===== src/rtl/lshift_deser.sv =====
// lshift_deser: MSB-first serial-in/parallel-out receiver with valid/ready output and sticky overrun
// Ports: clk, rst (sync, active-high); ser_in/ser_valid serial input; frame_start resync;
//        data_out/data_valid/data_ready output handshake; overrun/overrun_clr sticky drop flag;
//        bit_cnt bits collected in the current word; parity_err only with LSHIFT_DESER_PARITY_EN.
// Option: define LSHIFT_DESER_PARITY_EN to expect an even-parity bit after every word.
module lshift_deser #(
  parameter int WIDTH = 8,
  parameter int CNT_W = $clog2(WIDTH+1)
) (
  input  logic             clk,
  input  logic             rst,
  input  logic             ser_in,
  input  logic             ser_valid,
  input  logic             frame_start,
  output logic [WIDTH-1:0] data_out,
  output logic             data_valid,
  input  logic             data_ready,
  output logic             overrun,
  input  logic             overrun_clr,
`ifdef LSHIFT_DESER_PARITY_EN
  output logic             parity_err,
`endif
  output logic [CNT_W-1:0] bit_cnt
);
  logic [WIDTH-1:0] sreg_q, sreg_d, dout_q, dout_d, word, hword;
  logic [CNT_W-1:0] cnt_q, cnt_d, cnt_base;
  logic             dv_q, dv_d, ovr_q, ovr_d, shift, wrap, done, load;
`ifdef LSHIFT_DESER_PARITY_EN
  typedef enum logic {COLLECT, PARITY} state_t;
  state_t state_q, state_d;
  logic   perr_q, perr_d, par;
`endif
  always_comb begin
    cnt_base = frame_start ? '0 : cnt_q;
    word     = {sreg_q[WIDTH-2:0], ser_in};
`ifdef LSHIFT_DESER_PARITY_EN
    // frame_start abandons a word still waiting for its parity bit
    par      = (state_q == PARITY) && !frame_start;
    shift    = ser_valid && !par;
    wrap     = shift && (cnt_base == CNT_W'(WIDTH-1));
    done     = par && ser_valid;
    hword    = sreg_q;
    state_d  = (wrap || (par && !ser_valid)) ? PARITY : COLLECT;
`else
    shift    = ser_valid;
    wrap     = shift && (cnt_base == CNT_W'(WIDTH-1));
    done     = wrap;
    hword    = word;
`endif
    cnt_d    = shift ? (wrap ? '0 : cnt_base + CNT_W'(1)) : cnt_base;
    sreg_d   = shift ? word : sreg_q;
    // a finished word is accepted if the holding register is empty or drains this cycle
    load     = done && (!dv_q || data_ready);
    dout_d   = load ? hword : dout_q;
    dv_d     = load || (dv_q && !data_ready);
    ovr_d    = (done && dv_q && !data_ready) || (ovr_q && !overrun_clr);
`ifdef LSHIFT_DESER_PARITY_EN
    perr_d   = load ? ^{sreg_q, ser_in} : perr_q;
`endif
  end
  always_ff @(posedge clk) begin
    if (rst) begin
      sreg_q  <= '0;
      dout_q  <= '0;
      cnt_q   <= '0;
      dv_q    <= 1'b0;
      ovr_q   <= 1'b0;
`ifdef LSHIFT_DESER_PARITY_EN
      perr_q  <= 1'b0;
      state_q <= COLLECT;
`endif
    end else begin
      sreg_q  <= sreg_d;
      dout_q  <= dout_d;
      cnt_q   <= cnt_d;
      dv_q    <= dv_d;
      ovr_q   <= ovr_d;
`ifdef LSHIFT_DESER_PARITY_EN
      perr_q  <= perr_d;
      state_q <= state_d;
`endif
    end
  end
  assign data_out   = dout_q;
  assign data_valid = dv_q;
  assign overrun    = ovr_q;
  assign bit_cnt    = cnt_q;
`ifdef LSHIFT_DESER_PARITY_EN
  assign parity_err = perr_q;
`endif
endmodule


===== config.mk =====
export PLATFORM = sky130hd
export DESIGN_NAME = lshift_deser
export DESIGN_NICKNAME = d
export VERILOG_FILES = /design/src/rtl/lshift_deser.sv
export SDC_FILE = /design/constraint.sdc
export NUM_CORES = 1
export LEC_CHECK = 0
export CAP_MARGIN = 10
export CORE_ASPECT_RATIO = 0.8
export CORE_MARGIN = 2
export CORE_UTILIZATION = 30
export CTS_CLUSTER_DIAMETER = 100
export DETAILED_ROUTE_END_ITERATION = 10
export PLACE_DENSITY_LB_ADDON = 0.15
export RECOVER_POWER = 25
export SETUP_SLACK_MARGIN = 0.1
export SLEW_MARGIN = 25
export SYNTH_ARGS = -nofsm -noshare
export SYNTH_HDL_FRONTEND = slang
export SYNTH_SLANG_ARGS = --single-unit

===== constraint.sdc =====
create_clock -name clk -period 1.42 [get_ports clk]
set_input_delay 0.284 -clock clk [delete_from_list [all_inputs] [get_ports clk]]
set_output_delay 0.284 -clock clk [all_outputs]
set_load 0.02 [all_outputs]

After elaboration in Yosys (flattened, before gate mapping). Index checks and enable logic that the tools add are counted.

Register bits after elaboration: 21. Output and inout bits: 14.

$add $sub $neg: 1. Equality and inequality tests: 1. Mux-type cells: 3. Reductions and logical operators: 12.

Operators by type and width (count): $mux 4 (3); $logic_and 1x1->1 (6); $add 4x1->4 const B (1); $eq 4x3->1 const B (1); $logic_not 1->1 (3); $logic_or 1x1->1 (3).

Depth between registers and ports, before layout.
Word-level depth: 6. Depth in mapped cells: 6. Mapped depth without buffers: 5.

Worst setup path before layout. OpenSTA, ideal clock, no wires.

Path type: register to register. Start point: register cnt_q[0], in the netlist bit_cnt[0]. End point: register cnt_q[1], in the netlist bit_cnt[1]. Arrival: 1.467 ns. Data required time: 1.303 ns. Path slack: -0.164 ns. Stages on the path, launching flop included: 6. Period minus slack after synthesis: 1.584 ns. Cells stage by stage: dfxtp_1 > nor2b_1 > ha_1 > nand2_1 > or3_4 > a22o_1.

Cells in the longest elaborated chain, start to end: 5.

RTL lines: start, declared (line 26) `logic [CNT_W-1:0] cnt_q, cnt_d, cnt_base;`; start signal, assigned (line 75) `cnt_q <= cnt_d;`; $mux 4 * (line 34) `cnt_base = frame_start ? '0 : cnt_q;`; branches (longest 2 deep; another with $add 4x1->4); $mux 4 * (2 in series) (line 50) `cnt_d = shift ? (wrap ? '0 : cnt_base + CNT_W'(1)) : cnt_base;`.

Mark *: on every way between the ends. A chain may end at the register's enable or synchronous reset.

Worst setup path after layout.
Start point: register cnt_q[1], in the netlist bit_cnt[1]. End point: register cnt_q[1], in the netlist bit_cnt[1].

Cells in the longest elaborated chain, start to end: 5.

RTL lines (line): $mux 4 * (34); branches (longest 3 deep; another with $add 4x1->4); $mux 4 * (50).

Marked as above.

==> flow_metrics.tcl <==
set metrics [dict create \
    run_status "finished, violations left" \
    violations "setup timing" \
    clock_tree_from_tritoncts "yes" \
    gp_congestion 0.723 \
    final_nets 127 \
    regArea_um2 428 \
    core_um2 2810 \
    first_global_vias 625 \
    fin_crit_sh_pct 107 \
    synth_seq_area_share_pct 46.7 \
    yosysUniqueCellTypes 23 \
    clkLatencyLatePin_ns 0.26 \
    mostFrequentLayoutCells "sky130_fd_sc_hd__dfxtp_1 (19), sky130_fd_sc_hd__nand2b_1 (17), sky130_fd_sc_hd__mux2i_1 (15), sky130_fd_sc_hd__dlygate4sd2_1 (12), sky130_fd_sc_hd__nor2_1 (11)" \
    synth.avg_cell_area_um2 10.3 \
    initial_utilization_pct 32.0 \
    setup_violations 5 \
    die_height_um 53.0 \
    cp_max_fo 3 \
    ioPinCount 21 \
    layout-drive-gt1-share_pct 25.4 \
    yosysWarnings 0 \
    fp-row-count 17 \
    viasPerCell 4.49 \
    detailroute.via_count 701 \
    worst_ir_drop_vdd_mv 0.444 \
    cts-buffers-inserted 3 \
    antenna_left 0 \
    clk_pin_slew_worst_paths_ns 0.08 \
    detailed_place_hpwl_um 1230 \
    placement.io_buffers 20 \
    cts_sinks 21 \
    grt_max_degree 19 \
    layout_setup_ws_ns -0.105 \
    pwr_density_cell_nw_per_um2 846 \
    crit_path_cell_trace "and2b_1, ha_2, nand2_2, buf_4, or3_4, a22o_1" \
    cell_area_after_technology_mapping_um2 900 \
    critical_path.n_buffers_inverters 1 \
    grt.overflow.total 0 \
    average_wire_per_standard_cell_um 11.4 \
    multiInputGateArea_um2 485 \
    die_x_um 65.2 \
    worst_setup_path_start_kind "flop" \
    cts_max_path_buffers 2 \
    tightest_slew_ns 0.254 \
    h_tree_lvl_count 1 \
    detailedRoute.firstPassIterationCount 4 \
    global_route.usage.total_pct 11.4 \
    critPathKind "reg2reg" \
    ys_ff_latch 21 \
    timing.max_cap.violations 0 \
    route.detailed.drc 0 \
    number_of_endpoints_with_negative_hold_slack_in_the_final_report 0 \
    cpLargestDelayFamily "simple AND/OR/NAND/NOR gates" \
    antenna_violations_before_repair 0 \
    grt_setup_unrepaired "yes" \
    flow.area_growth_from_synthesis_pct 41.4 \
    report.final.slew_viol_count 0 \
    grt_first_pass_wirelength_um 2880 \
    initialDrtViolationCount 25 \
    worst_setup_path_end_kind "flop" \
    worst_path_largest_cell_delay_ns 0.35 \
    detail_route.wirelength_um 1770 \
    post_synth_inst_count 87 \
    static-leakage-power_uw 0.000528 \
    overall_power_after_layout_uw 1080 \
    root_buffer "sky130_fd_sc_hd__clkbuf_8" \
    leading_cell_type_in_the_layout_fill_and_taps_excluded "sky130_fd_sc_hd__dfxtp_1" \
    postSynthNetCount 95 \
    fp.dieArea_um2 3460 \
    critical_path.slowest_cell "sky130_fd_sc_hd__dfxtp_4" \
    min-delay-path-class "in2reg" \
    fmax_mhz 656 \
    n_antenna_cell 0 \
    period_needed_ns 1.52 \
    worstPathRequired_ns 1.58 \
    dpl_worst_slack_ns -0.603 \
    relSlewSlack_pct 83.1 \
    worst_clock_skew_ns 0.00602 \
    nFillCells 292 \
    data_arrival_at_the_endpoint_of_the_critical_path_ns 1.69 \
]
[area by class of cell]
cell class	instances	area share, %
Multi-Input combinational cell	61	38.2
Clock inverter	1	0.393
Tap cell	38	3.74
Clock buffer	3	3.24
Timing Repair Buffer	32	20.8
Sequential cell	21	33.6
[report_power, final]
part | switching [µW] | leakage, µW | total, µW | internal, µW
Clock | 197 | 0.0000255 | 392 | 196
Sequential | 5.25 | 0.000171 | 599 | 593
Combinational | 37.1 | 0.000331 | 85.2 | 48.1
Total | 239 | 0.000528 | 1080 | 837
[synth_stat cells]
library cell / number / area (µm²)
sky130_fd_sc_hd__o31ai_2: 1 / 12.5
sky130_fd_sc_hd__mux2i_1: 15 / 150
sky130_fd_sc_hd__buf_2: 2 / 10.0
sky130_fd_sc_hd__dfxtp_1: 21 / 420
sky130_fd_sc_hd__nor2b_1: 1 / 6.26
sky130_fd_sc_hd__nand2_1: 2 / 7.51
sky130_fd_sc_hd__nor2_1: 11 / 41.3
sky130_fd_sc_hd__clkbuf_1: 2 / 7.51
sky130_fd_sc_hd__nand2b_1: 17 / 106
sky130_fd_sc_hd__nor4b_2: 1 / 15.0
sky130_fd_sc_hd__a21oi_1: 1 / 5.00
sky130_fd_sc_hd__ha_1: 1 / 12.5
sky130_fd_sc_hd__nor3_1: 1 / 5.00
sky130_fd_sc_hd__xnor2_1: 2 / 17.5
sky130_fd_sc_hd__or3_4: 1 / 11.3
sky130_fd_sc_hd__nor4_1: 1 / 6.26
sky130_fd_sc_hd__a22o_1: 1 / 8.76
sky130_fd_sc_hd__nand2b_4: 1 / 13.8
sky130_fd_sc_hd__or3b_2: 1 / 8.76
sky130_fd_sc_hd__xor2_1: 1 / 8.76
sky130_fd_sc_hd__and2b_1: 1 / 7.51
sky130_fd_sc_hd__nand4_1: 1 / 6.26
sky130_fd_sc_hd__buf_6: 1 / 11.3
[state kept, by name, indices dropped and copies added (netlist names)]
name        flops
bit_cnt         4
sreg_q          7
data_valid      1
data_out        8
overrun         1
[stage by stage]
step | std cells | area, µm² | TNS (ns) | hold slack (ns) | util, %
final | 156 | 1270 | -0.229 | 0.366 | 45.3
after detailed placement | 150 | 1210 | -7.15 | 0.460 | 43.2
after global routing | 156 | 1270 | -1.34 | 0.375 | 45.3
after global placement | 150 | 1210 | -6.62 | 0.458 | 43.2
after CTS | 155 | 1260 | -0.310 | 0.354 | 44.7
after floorplan | 87 | 920 | 0 | 0.363 | -
[timing repair]
item                                    CTS  global route
endpoints found under the setup margin   27            14
pin swaps                                 1             4
hold buffers                              0             0
resized for setup                        18             8
setup buffers                             1             2
endpoints found under the hold margin     0             0
[cells by family after synthesis]
logic type / count (synthesis) / share of synthesized area [%]
simple gates: 39 / 26.1
flops: 21 / 46.7
mux: 15 / 16.7
buf+inv: 5 / 3.20
fa+ha+maj: 1 / 1.39
compound gates: 3 / 2.92
xor+xnor: 3 / 2.92
[worst paths after layout]
path,from,endpoint,slack (ns),cells after the start
setup / recovery,bit_cnt[1],bit_cnt[1],-0.10,6
hold / removal,frame_start,bit_cnt[3],0.37,2
setup reg to reg,bit_cnt[1],bit_cnt[1],-0.10,6
hold reg to reg,sreg_q[6],data_out[7],0.47,2
[routing by layer]
| metal | vias up | routed length, µm | GRT usage, % |
|---|---|---|---|
| met2 | 13 | 779 | 17.9 |
| li1 | 352 | - | - |
| met3 | 5 | 72 | 3.83 |
| met5 | - | 0 | 0 |
| met1 | 331 | 897 | 14.5 |
| met4 | 0 | 21 | 4.17 |
Power figures use the tool's default switching activity.
